$ cat src/rtl/seven_seg_pkg.sv
// Shared constants and types for the seven-segment display write path.
// Segment codes are packed {g,f,e,d,c,b,a}, with 1 meaning the segment is lit.
package seven_seg_pkg;

  localparam int DEPTH  = 16;
  localparam int ADDR_W = 4;
  localparam int SEG_W  = 7;
  localparam int CNT_W  = 5;

  localparam logic [CNT_W-1:0] COUNT_MAX = 5'd16;

  localparam logic [SEG_W-1:0] SEG_0     = 7'h3F;
  localparam logic [SEG_W-1:0] SEG_1     = 7'h06;
  localparam logic [SEG_W-1:0] SEG_2     = 7'h5B;
  localparam logic [SEG_W-1:0] SEG_3     = 7'h4F;
  localparam logic [SEG_W-1:0] SEG_4     = 7'h66;
  localparam logic [SEG_W-1:0] SEG_5     = 7'h6D;
  localparam logic [SEG_W-1:0] SEG_6     = 7'h7D;
  localparam logic [SEG_W-1:0] SEG_7     = 7'h07;
  localparam logic [SEG_W-1:0] SEG_8     = 7'h7F;
  localparam logic [SEG_W-1:0] SEG_9     = 7'h6F;
  localparam logic [SEG_W-1:0] SEG_A     = 7'h77;
  localparam logic [SEG_W-1:0] SEG_B     = 7'h7C;
  localparam logic [SEG_W-1:0] SEG_C     = 7'h39;
  localparam logic [SEG_W-1:0] SEG_D     = 7'h5E;
  localparam logic [SEG_W-1:0] SEG_E     = 7'h79;
  localparam logic [SEG_W-1:0] SEG_F     = 7'h71;
  localparam logic [SEG_W-1:0] SEG_BLANK = 7'h00;

  typedef enum logic {
    CLEAR = 1'b0,
    IDLE  = 1'b1
  } state_e;

endpackage

$ cat src/rtl/hex_to_seg7.sv
// Combinational hex digit to seven-segment encoder.
// Shared by any display path that needs the standard hex glyphs.
module hex_to_seg7
  import seven_seg_pkg::*;
(
  input  logic [3:0]       hex,
  output logic [SEG_W-1:0] seg
);

  // Standard hex glyph lookup.
  always_comb begin
    seg = SEG_BLANK;
    case (hex)
      4'h0:    seg = SEG_0;
      4'h1:    seg = SEG_1;
      4'h2:    seg = SEG_2;
      4'h3:    seg = SEG_3;
      4'h4:    seg = SEG_4;
      4'h5:    seg = SEG_5;
      4'h6:    seg = SEG_6;
      4'h7:    seg = SEG_7;
      4'h8:    seg = SEG_8;
      4'h9:    seg = SEG_9;
      4'hA:    seg = SEG_A;
      4'hB:    seg = SEG_B;
      4'hC:    seg = SEG_C;
      4'hD:    seg = SEG_D;
      4'hE:    seg = SEG_E;
      4'hF:    seg = SEG_F;
      default: seg = SEG_BLANK;
    endcase
  end

endmodule

$ cat src/rtl/seven_seg_reg_writer.sv
// Write side of the 16-entry seven-segment register file: blanking sweep, digit append.
// Define SEG_BACKSPACE_EN to add the BKSP port and the erase-last-digit path.
module seven_seg_reg_writer
  import seven_seg_pkg::*;
#(
  parameter int unsigned WRAP = 0
)
(
  input  logic              CLK,
  input  logic              CLRN,
  input  logic [3:0]        DIG_IN,
  input  logic              DIG_VALID,
  output logic              DIG_READY,
  input  logic              CLR_REQ,
`ifdef SEG_BACKSPACE_EN
  input  logic              BKSP,
`endif
  output logic              WE,
  output logic [ADDR_W-1:0] WA,
  output logic [SEG_W-1:0]  WDATA,
  output logic [CNT_W-1:0]  COUNT,
  output logic              FULL,
  output logic              BUSY
);

  localparam bit WRAP_EN = (WRAP != 0);

  state_e              state_r, state_s;
  logic [CNT_W-1:0]    sweep_r, sweep_s;
  logic [ADDR_W-1:0]   ptr_r, ptr_s;
  logic [CNT_W-1:0]    count_r, count_s;
  logic                we_r, we_s;
  logic [ADDR_W-1:0]   wa_r, wa_s;
  logic [SEG_W-1:0]    wdata_r, wdata_s;
  logic [SEG_W-1:0]    seg_s;
  logic                full_s;
  logic                ready_s;

  hex_to_seg7 u_enc (
    .hex (DIG_IN),
    .seg (seg_s)
  );

  assign full_s    = (count_r == COUNT_MAX);
  assign DIG_READY = ready_s;
  assign WE        = we_r;
  assign WA        = wa_r;
  assign WDATA     = wdata_r;
  assign COUNT     = count_r;
  assign FULL      = full_s;
  assign BUSY      = (state_r == CLEAR);

  // Ready only in IDLE, and never while a higher-priority request is present.
  always_comb begin
    ready_s = 1'b0;
    if (state_r == IDLE) begin
`ifdef SEG_BACKSPACE_EN
      ready_s = !CLR_REQ && !BKSP && (!full_s || WRAP_EN);
`else
      ready_s = !CLR_REQ && (!full_s || WRAP_EN);
`endif
    end else begin
      ready_s = 1'b0;
    end
  end

  // Next state and next write; CLR_REQ wins over backspace, which wins over a digit.
  always_comb begin
    state_s = state_r;
    sweep_s = sweep_r;
    ptr_s   = ptr_r;
    count_s = count_r;
    we_s    = 1'b0;
    wa_s    = wa_r;
    wdata_s = wdata_r;
    if (CLR_REQ) begin
      // Restarting issues the address-0 blank immediately, so the sweep resumes at 1.
      state_s = CLEAR;
      sweep_s = 5'd1;
      ptr_s   = 4'd0;
      count_s = 5'd0;
      we_s    = 1'b1;
      wa_s    = 4'd0;
      wdata_s = SEG_BLANK;
    end else if (state_r == CLEAR) begin
      if (sweep_r < COUNT_MAX) begin
        we_s    = 1'b1;
        wa_s    = sweep_r[ADDR_W-1:0];
        wdata_s = SEG_BLANK;
        sweep_s = sweep_r + 5'd1;
      end else begin
        // Extra cycle lets the address-15 blank land before digits are accepted.
        state_s = IDLE;
        sweep_s = 5'd0;
        ptr_s   = 4'd0;
        count_s = 5'd0;
      end
`ifdef SEG_BACKSPACE_EN
    end else if (BKSP) begin
      if (count_r != 5'd0) begin
        ptr_s   = ptr_r - 4'd1;
        count_s = count_r - 5'd1;
        we_s    = 1'b1;
        wa_s    = ptr_r - 4'd1;
        wdata_s = SEG_BLANK;
      end else begin
        we_s    = 1'b0;
      end
`endif
    end else if (DIG_VALID && ready_s) begin
      we_s    = 1'b1;
      wa_s    = ptr_r;
      wdata_s = seg_s;
      ptr_s   = ptr_r + 4'd1;
      if (!full_s) begin
        count_s = count_r + 5'd1;
      end else begin
        count_s = count_r;
      end
    end else begin
      we_s    = 1'b0;
    end
  end

  // State register.
  always_ff @(posedge CLK or negedge CLRN) begin
    if (!CLRN) begin
      state_r <= CLEAR;
    end else begin
      state_r <= state_s;
    end
  end

  // Sweep, pointer, count and registered write port.
  always_ff @(posedge CLK or negedge CLRN) begin
    if (!CLRN) begin
      sweep_r <= 5'd0;
      ptr_r   <= 4'd0;
      count_r <= 5'd0;
      we_r    <= 1'b0;
      wa_r    <= 4'd0;
      wdata_r <= SEG_BLANK;
    end else begin
      sweep_r <= sweep_s;
      ptr_r   <= ptr_s;
      count_r <= count_s;
      we_r    <= we_s;
      wa_r    <= wa_s;
      wdata_r <= wdata_s;
    end
  end

endmodule

$ cat config.mk
export PLATFORM = sky130hd
export DESIGN_NAME = seven_seg_reg_writer
export DESIGN_NICKNAME = d
export VERILOG_FILES = /design/src/rtl/seven_seg_pkg.sv /design/src/rtl/hex_to_seg7.sv /design/src/rtl/seven_seg_reg_writer.sv
export SDC_FILE = /design/constraint.sdc
export NUM_CORES = 1
export LEC_CHECK = 0
export ABC_AREA = 1
export CAP_MARGIN = 20
export CELL_PAD_IN_SITES_DETAIL_PLACEMENT = 0
export CELL_PAD_IN_SITES_GLOBAL_PLACEMENT = 1
export CORE_UTILIZATION = 38
export CTS_CLUSTER_SIZE = 40
export DETAILED_ROUTE_END_ITERATION = 16
export PLACE_DENSITY = 0.77
export SYNTH_ARGS = -nofsm -noshare
export SYNTH_HDL_FRONTEND = slang
export SYNTH_SLANG_ARGS = --single-unit
$ cat constraint.sdc
create_clock -name CLK -period 1.9 [get_ports CLK]
set_clock_uncertainty 0.05 [all_clocks]
set_input_delay 0.475 -clock CLK [delete_from_list [all_inputs] [get_ports CLK]]
set_output_delay 0.475 -clock CLK [all_outputs]
set_load 0.1 [all_outputs]
==> results.toml, run 1 <==
[layout]
drive_above_1_share = 0.2491
finish.instance_area_um2 = 2389
fill_cells = 392
fin_util = 0.5887
areaGrowthSynthToFinish_pct = 46.96
layout.nets = 284
n_antenna_cell = 0
final_cells = 315

[synth]
synth_edf_count = 0
ys.flop_type = "dfrtp_1"
synth_nets = 237
synth_cell_types = 26
synth_common_cells = "nand2_1, dfrtp_1, nand3_1"
synthArstFlopShare = 1.000
synth-seq-cells = 27
syn_area_um2 = 1625
yosysMostFrequentCell = "nand2_1"
avgSynthCellArea_um2 = 7.422
synth_area_leaders = "dfrtp_1, nand2_1, nand3_1"
yosysTopAreaCellShare = 0.4157
synth_top_area_cell = "dfrtp_1"
syn_inst = 219
ys_seq_area_frac = 0.4157
yosys_warnings = 0

[die]
die-area_um2 = 4543
rows = 23
core-area_um2 = 4058
initial_utilization = 0.4006
io_pins = 28
die_y_um = 67.40
chipWidth_um = 67.40

[clock_tree]
cts_tree = "yes"
worstSkewPairLatency_ns = 0.28
clk_pin_slew_ns = 0.10
cts_made_buffers = 3
cts-root-buf = "clkbuf_8"
postCtsHoldBufs = 0
htree_levels = 1
cts_buffer_depth = 2
cts.sinks = 27

[routing]
routed-wl-met3_um = 98
routed.top_layer = "met4"
drt-met1-wl_mm = 1.770
finalWirelength_mm = 3.662
drt_iter0_drc = 53
antenna_left = 0
dr.pass1.iters = 4
routedWlPerCell_um = 11.63
wl_met2_mm = 1.748
route.vias.total = 1506
via_per_inst = 4.781
drc = 0

[run]
maxCapViolCount = 0

[grt]
grt_pass1_wl_mm = 6.147
grt-ovfl-total = 0
grt_usage = 0.1826
grt_pass1_vias = 1393
grt_max_degree = 28
antenna_found_initial = 0

[sta]
slew_headroom = 0.7669
final_max_slew_viol_count = 0
layout_setup_ws_ns = -0.01216
grt_setup_unrepaired = "true"
setup_tns_ns = -0.01216
finalHoldViolCount = 0
fin_crit_ns = 1.912
clock.fmax_mhz = 523.0
fin_crit_sh = 1.006
worstMarginPinSlew_ns = 0.3496
setup_viol = 1

[power]
power_density_nw_per_um2 = 473.3
ir_drop_mv = 0.3281
leakagePower_nw = 1.174
power_mw = 1.130

[worst_setup_path]
slowest_delay_ns = 0.50
cp_slowest_cell = "dfrtp_4"
r2r_start = "COUNT[0]"
crit-reg2reg-capture = "WA[2]"
crit_arrival_ns = 1.39
cp_data_required_time_ns = 1.37
cp_max_fo = 3
crit_chain = "inv_4 > ha_4 > nand2_4 > nor2_4 > nor2_4 > buf_12"
path_class = "reg -> out"
startpoint_type = "flop"
cp-end-kind = "output port"
rr_worst_depth = 11
path_delay_family = "flip-flops"
reg2reg_slack_ns = 0.31
critPathBufInv = 2
cpMostUsedCell = "nor2_4"

[placement]
dp.cells = 303
hpwl_mm = 2.781
gp_congestion = 0.8376
io_buffer_count = 27
placed_area_um2 = 2278

[hold_path]
hp-class = "reg -> reg"
min_from = "sweep_r[4]"
worstHoldPathCells = 2
min_to = "sweep_r[4]"

[status]
violations = "negative setup slack"
status = "complete, but fails checks"
[area by class of cell]
type | instances | area [µm²] | share of cell area
clock buffers | 3 | 41.29 | 0.01729
clock inverters | 1 | 7.507 | 0.003143
flip-flops and latches | 27 | 689.4 | 0.2886
well taps | 50 | 62.56 | 0.02619
repair buffers | 48 | 639.4 | 0.2677
multi-input cells | 163 | 857.1 | 0.3588
inverters | 23 | 91.34 | 0.03824
[power by group]
group / internal [mW] / switching [mW]
Combinational: 0.0735 / 0.114
Clock: 0.149 / 0.191
Sequential: 0.588 / 0.0142
Total: 0.811 / 0.320
[cells by family (layout without fill, tap and decap cells)]
kind of cell             after synthesis  after routing  share of synthesized area
AND/OR/NAND/NOR                      134            134                     0.3526
AO/OA/AOI/OAI                         17             17                    0.06543
buffers and inverters                 29             75                    0.07851
flip-flops                            27             27                     0.4157
XOR/XNOR                               2              2                    0.01078
adder cells (fa/ha/maj)               10             10                    0.07698
[cell usage in the layout, fill, tap and decap left out]
master	instances
inv_4	2
a21oi_1	5
clkbuf_8	3
clkinvlp_4	1
xor2_1	1
o21ai_0	6
ha_1	9
nand2_1	79
nand2_2	2
o22ai_1	4
or2_2	2
nor2_4	3
clkinv_1	1
nand2_4	2
nand3_1	26
nand3b_1	1
xnor2_1	1
nor2_1	15
buf_12	21
dlygate4sd2_1	1
nand4_1	3
nor3_1	1
inv_1	17
dfrtp_1	22
ha_4	1
clkdlybuf4s50_1	6
dfrtp_4	3
o211ai_1	1
dfrtp_2	2
o21bai_4	1
inv_2	3
buf_4	20
[worst max path at each step]
stage	startpoint	end	slack, ns	cells after the start
2_1_floorplan	COUNT[0]	DIG_READY	-0.39	5
3_3_place_gp	CLR_REQ	DIG_READY	-0.02	5
3_5_place_dp	CLR_REQ	WDATA[2]	-0.03	8
4_1_cts	COUNT[1]	DIG_READY	-0.05	6
5_1_grt	COUNT[1]	DIG_READY	-0.08	6
6_report	COUNT[0]	DIG_READY	-0.01	6
[repair_timing]
action	CTS	global route
pin swaps	3	1
setup buffers	5	3
hold endpoints to repair	0	0
resized for setup	1	1
endpoints found under the setup margin	2	2
[worst register-to-register path, delay by kind of cell (launching register included)]
family / cells / cell delay, ns
fa+ha+maj: 1 / 0.12
buf+inv: 4 / 0.38
flops: 1 / 0.50
simple gates: 6 / 0.43
[through the flow]
step	worst slack, ns	hold slack (ns)
final	-0.01216	0.4574
after global routing	-0.07918	0.4817
after CTS	-0.04881	0.4681
after detailed placement	-0.02879	0.4433
after global placement	-0.01687	0.4340
after floorplan	-0.3869	0.1294
[per-layer routing]
layer	GRT usage	vias up
met3	0.04223	4
met2	0.3013	29
li1	-	786
met1	0.2308	687
met4	0.06649	0
met5	0	-
[flip-flops by register name (all words and copies together), names as in the netlist]
register,flops
WA,4
state_r,1
COUNT,5
WDATA,7
sweep_r,5
WE,1
ptr_r,4
Note: power is estimated with default switching activity, not from simulation.
==> run 2, diff against run 1 <==
--- a/config.mk
+++ b/config.mk
@@ -13,6 +13,8 @@
 export CTS_CLUSTER_SIZE = 40
 export DETAILED_ROUTE_END_ITERATION = 16
 export PLACE_DENSITY = 0.77
+export SLEW_MARGIN = 0
 export SYNTH_ARGS = -nofsm -noshare
 export SYNTH_HDL_FRONTEND = slang
+export SYNTH_HIERARCHICAL = 1
 export SYNTH_SLANG_ARGS = --single-unit
==> results.toml, run 2 <==
[routing]
drt_iter0_drc = 82
finalWirelength_mm = 3.757
route.vias.total = 1467
via_per_inst = 4.613
routedWlPerCell_um = 11.81
antenna_left = 0
drc = 0
dr.pass1.iters = 4

[grt]
grt_usage = 0.1889
grt_pass1_vias = 1319
grt_pass1_wl_mm = 6.444
grt-ovfl-total = 0
grt_max_degree = 28
antenna_found_initial = 0

[sta]
whs_ns = 0.4517
clock.fmax_mhz = 515.7
setup_tns_ns = -0.06115
fin_crit_ns = 1.939
grt_setup_unrepaired = "true"
finalHoldViolCount = 0
slew_headroom = 0.7596
fin_crit_sh = 1.021
setup_viol = 2
final_max_slew_viol_count = 0
layout_setup_ws_ns = -0.03905
worstMarginPinSlew_ns = 0.3605

[power]
leakagePower_nw = 1.214
power_mw = 1.137
ir_drop_mv = 0.2472
power_density_nw_per_um2 = 479.0

[synth]
synth_cell_types = 24
syn_inst = 224
synthArstFlopShare = 1.000
synth_edf_count = 0
synth-seq-cells = 27
ys_seq_area_frac = 0.4091
yosysMostFrequentCell = "nand2_1"
synth_common_cells = "nand2_1, dfrtp_1, nand3_1"
synth_top_area_cell = "dfrtp_1"
synth_nets = 243
syn_area_um2 = 1652
ys.flop_type = "dfrtp_1"
avgSynthCellArea_um2 = 7.373
yosys_warnings = 6
synth_area_leaders = "dfrtp_1, nand2_1, ha_1"
yosysTopAreaCellShare = 0.4091

[hold_path]
hp-class = "reg -> reg"

[clock_tree]
postCtsHoldBufs = 0
ctsResizeCount = 0
cts-root-buf = "clkbuf_8"
cts_buffer_depth = 2
cts_tree = "yes"
cts.sinks = 27
cts_made_buffers = 3
htree_levels = 1
worstSkewPairLatency_ns = 0.27
clk_pin_slew_ns = 0.10

[placement]
hpwl_mm = 2.800
gp_congestion = 0.8877
io_buffer_count = 27
dp.cells = 310
placed_area_um2 = 2298

[worst_setup_path]
slowest_delay_ns = 0.45
crit_arrival_ns = 1.41
cp_max_fo = 2
startpoint_type = "input port"
cpMostUsedCell = "nor2_4"
cp-end-kind = "output port"
cp_slowest_cell = "clkdlybuf4s50_1"
path_class = "in -> out"
crit_chain = "clkdlybuf4s50_1 > nor2_4 > inv_2 > nor2_4 > buf_12"
cp_data_required_time_ns = 1.37

[die]
core-area_um2 = 4086
io_pins = 28
initial_utilization = 0.4042
chipWidth_um = 67.93
die_y_um = 67.93
rows = 23
die-area_um2 = 4614

[layout]
multiInputGateArea_um2 = 855.8
layout.nets = 288
final_cell_mix = "nand2_1, nand3_1, dfrtp_1"
areaGrowthSynthToFinish_pct = 43.71
finish.instance_area_um2 = 2374
regArea_um2 = 689.4
fill_cells = 386
drive_above_1_share = 0.2463
mostFrequentLayoutCell = "nand2_1"
n_antenna_cell = 0
final_cells = 318
largest_reg_flops = 7

[status]
violations = "negative setup slack"
status = "complete, but fails checks"

[run]
maxCapViolCount = 0
[run 2: cell types whose count changed after synthesis, sizes merged, moves of 2 or more]
cell,previous run,this run
nand2,83,93
nand3,26,24
a21oi,5,3
inv,22,28
nor2,18,14
[run 2: logic make-up after synthesis]
logic type	synth area share
flip-flops	0.4091
XOR/XNOR	0.01061
AO/OA/AOI/OAI	0.05606
buffers and inverters	0.09393
adder cells (fa/ha/maj)	0.08333
AND/OR/NAND/NOR	0.3470
[run 2: path summary, 6_finish.rpt]
path | from | to | slack, ns | cells after the start
worst max-delay path | CLR_REQ | DIG_READY | -0.04 | 5
worst min-delay path | ptr_r[3] | ptr_r[3] | 0.45 | 2
worst max register to register | COUNT[1] | WDATA[6] | 0.25 | 11
worst min register to register | ptr_r[3] | ptr_r[3] | 0.45 | 2
max in group asynchronous | CLRN | COUNT[1] | 0.98 | 2
min in group asynchronous | CLRN | WA[1] | 0.53 | 2
[run 2: critical path, delay by kind of cell]
family	cells	cell delay [ns]
buffers and inverters	3	0.69
and+or+nand+nor	2	0.25
[run 2: area by class of cell]
| type | count | share of cell area |
|---|---|---|
| clock buffers | 4 | 0.01898 |
| flip-flops and latches | 27 | 0.2905 |
| repair buffers | 46 | 0.2583 |
| well taps | 50 | 0.02636 |
| inverters | 28 | 0.04533 |
| multi-input cells | 163 | 0.3606 |
[run 2: through the flow]
step	worst slack, ns	utilization
3_3_place_gp	-0.01559	0.5625
3_5_place_dp	-0.02129	0.5625
4_1_cts	-0.06253	0.5808
2_1_floorplan	-0.3869	-
6_report	-0.03905	0.5808
5_1_grt	-0.1116	0.5808
[run 2: metal layers]
layer	track usage	part of all wire	vias to the layer above
li1	-	-	782
met1	0.2935	0.54	655
met2	0.2586	0.43	28
met3	0.03500	0.025	2
met4	0.05469	0.0056	0
met5	0	0	-
[run 2: power breakdown]
group          leakage, nW  internal (mW)  switching, mW
clock               0.0228          0.150          0.185
combinational        0.836         0.0771          0.122
sequential           0.355          0.588         0.0144
total                 1.21          0.816          0.321
[run 2: repair_timing]
item | in CTS | in global routing
endpoints found under the hold margin | 0 | 0
gates cloned | 0 | 0
pin swaps | 3 | 1
endpoints found under the setup margin | 2 | 2
setup buffers | 4 | 0
==> run 3, diff against run 2 <==
--- a/config.mk
+++ b/config.mk
@@ -7,12 +7,13 @@
 export LEC_CHECK = 0
 export ABC_AREA = 1
 export CAP_MARGIN = 20
-export CELL_PAD_IN_SITES_DETAIL_PLACEMENT = 0
+export CELL_PAD_IN_SITES_DETAIL_PLACEMENT = 1
 export CELL_PAD_IN_SITES_GLOBAL_PLACEMENT = 1
 export CORE_UTILIZATION = 38
 export CTS_CLUSTER_SIZE = 40
 export DETAILED_ROUTE_END_ITERATION = 16
 export PLACE_DENSITY = 0.77
+export RECOVER_POWER = 50
 export SLEW_MARGIN = 0
 export SYNTH_ARGS = -nofsm -noshare
 export SYNTH_HDL_FRONTEND = slang
==> constraint.sdc (replaced) <==
create_clock -name CLK -period 1.8 [get_ports CLK]
set_clock_uncertainty 0.05 [all_clocks]
set_input_delay 0.45 -clock CLK [delete_from_list [all_inputs] [get_ports CLK]]
set_output_delay 0.45 -clock CLK [all_outputs]
set_load 0.1 [all_outputs]
==> results.toml, run 3 (synthesis gave the netlist of run 2 again) <==
[grt]
antenna_found_initial = 0
grt_pass1_wl_mm = 7.852
grt_max_degree = 28
grt_usage = 0.2279
grt-ovfl-total = 0
grt_pass1_vias = 1597

[worst_setup_path]
cp_data_required_time_ns = 1.30
startpoint_type = "flop"
crit_arrival_ns = 1.41
path_class = "reg -> out"
crit-reg2reg-capture = "WA[0]"
r2r_start = "COUNT[1]"
cp-end-kind = "output port"
cp_max_fo = 3
reg2reg_slack_ns = 0.03
rr_worst_depth = 11

[die]
core-area_um2 = 4086
io_pins = 28
initial_utilization = 0.4042
rows = 23
die_y_um = 67.93
die-area_um2 = 4614
chipWidth_um = 67.93

[sta]
layout_setup_ws_ns = -0.1126
setup_viol = 2
grt_setup_unrepaired = "true"
clock.fmax_mhz = 522.8
slew_headroom = 0.5390
finalHoldViolCount = 0
worstMarginPinSlew_ns = 0.6915
final_max_slew_viol_count = 0
fin_crit_ns = 1.913
whs_ns = 0.4419
fin_crit_sh = 1.063

[clock_tree]
cts.sinks = 27
worstSkewPairLatency_ns = 0.27
clk_pin_slew_ns = 0.09
cts-root-buf = "clkbuf_8"
htree_levels = 1
postCtsHoldBufs = 0
cts_made_buffers = 3
cts_buffer_depth = 2
cts_tree = "yes"

[placement]
dp.cells = 314
io_buffer_count = 27
placed_area_um2 = 2328
hpwl_mm = 3.653
gp_congestion = 0.8221

[layout]
n_antenna_cell = 0
largest_reg_flops = 7
layout.nets = 290
drive_above_1_share = 0.2519
finish.instance_area_um2 = 2330
mostFrequentLayoutCell = "nand2_1"
areaGrowthSynthToFinish_pct = 41.06
final_cells = 320
final_cell_mix = "nand2_1, nand3_1, dfrtp_1"

[routing]
finalWirelength_mm = 4.635
dr.pass1.iters = 4
via_per_inst = 4.919
route.vias.total = 1574
drc = 0
routedWlPerCell_um = 14.48
drt_iter0_drc = 63
antenna_left = 0

[hold_path]
worstHoldPathCells = 2
min_to = "WA[3]"
hp-class = "reg -> reg"
min_from = "WA[3]"

[status]
status = "complete, but fails checks"
violations = "negative setup slack"

[power]
power_density_nw_per_um2 = 516.5
power_mw = 1.203
leakagePower_nw = 1.206
ir_drop_mv = 0.3263

[run]
maxCapViolCount = 0
==> run 3: changes by cell type in the layout (fill, tap and decap cells not counted) <==
cell / previous run / this run
clkbuf_2: 0 / 5
buf_12: 20 / 16
inv_2: 6 / 4
inv_4: 1 / 3
a21oi_1: 2 / 3
a21oi_2: 1 / 0
buf_4: 19 / 20
clkdlybuf4s50_1: 7 / 6
dlygate4sd3_1: 0 / 1
nand2_1: 89 / 88
nand2_2: 2 / 3
==> run 3: through the flow <==
step	TNS, ns	setup WS (ns)	util
2_1_floorplan	-1.951	-0.4619	-
3_3_place_gp	-0.6927	-0.08475	0.5698
3_5_place_dp	-1.744	-0.1475	0.5698
4_1_cts	-0.2681	-0.1401	0.5851
5_1_grt	-0.4777	-0.1584	0.5701
6_report	-0.2146	-0.1126	0.5701
==> run 3: where the power goes <==
group	total, mW	internal (mW)	switching [mW]
combinational	0.216	0.0797	0.136
sequential	0.637	0.621	0.0158
clock	0.351	0.159	0.192
==> run 3: how the worst max path moves through the flow <==
stage,from,endpoint,slack (ns),cells past startpoint
after detailed placement,CLR_REQ,COUNT[3],-0.15,9
after CTS,COUNT[1],DIG_READY,-0.14,6
final,COUNT[1],DIG_READY,-0.11,6
after global placement,CLR_REQ,DIG_READY,-0.08,5
after floorplan,COUNT[0],DIG_READY,-0.46,5
after global routing,COUNT[1],DIG_READY,-0.16,6
==> run 3: layout make-up <==
type | count | area [µm²]
clock buffer | 4 | 45.04
fill | 505 | 1757
multi-input combinational | 163 | 854.6
timing repair buffer | 48 | 565.5
inverter | 28 | 112.6
sequential | 27 | 689.4
tap | 50 | 62.56
==> run 3: layer usage <==
| layer | vias up | share of wire | GRT usage | wire length [µm] |
|---|---|---|---|---|
| li1 | 789 | - | - | - |
| met2 | 30 | 0.47 | 0.3676 | 2192 |
| met3 | 10 | 0.021 | 0.03000 | 97 |
| met5 | - | 0 | 0 | 0 |
| met1 | 745 | 0.48 | 0.3169 | 2247 |
| met4 | 0 | 0.021 | 0.06250 | 97 |
==> run 3: worst max-delay path, cell delays in order (launching register included) <==
cell     delay (ns)
dfrtp_4        0.50
inv_4          0.06
ha_4           0.14
nand2_4        0.05
nor2_4         0.17
nor2_4         0.05
buf_12         0.16
==> run 3: what timing repair did <==
item	in CTS	in global routing
buffers inserted	2	0
pin swaps	3	1
endpoints found under the setup margin	2	12
resized for setup	1	2
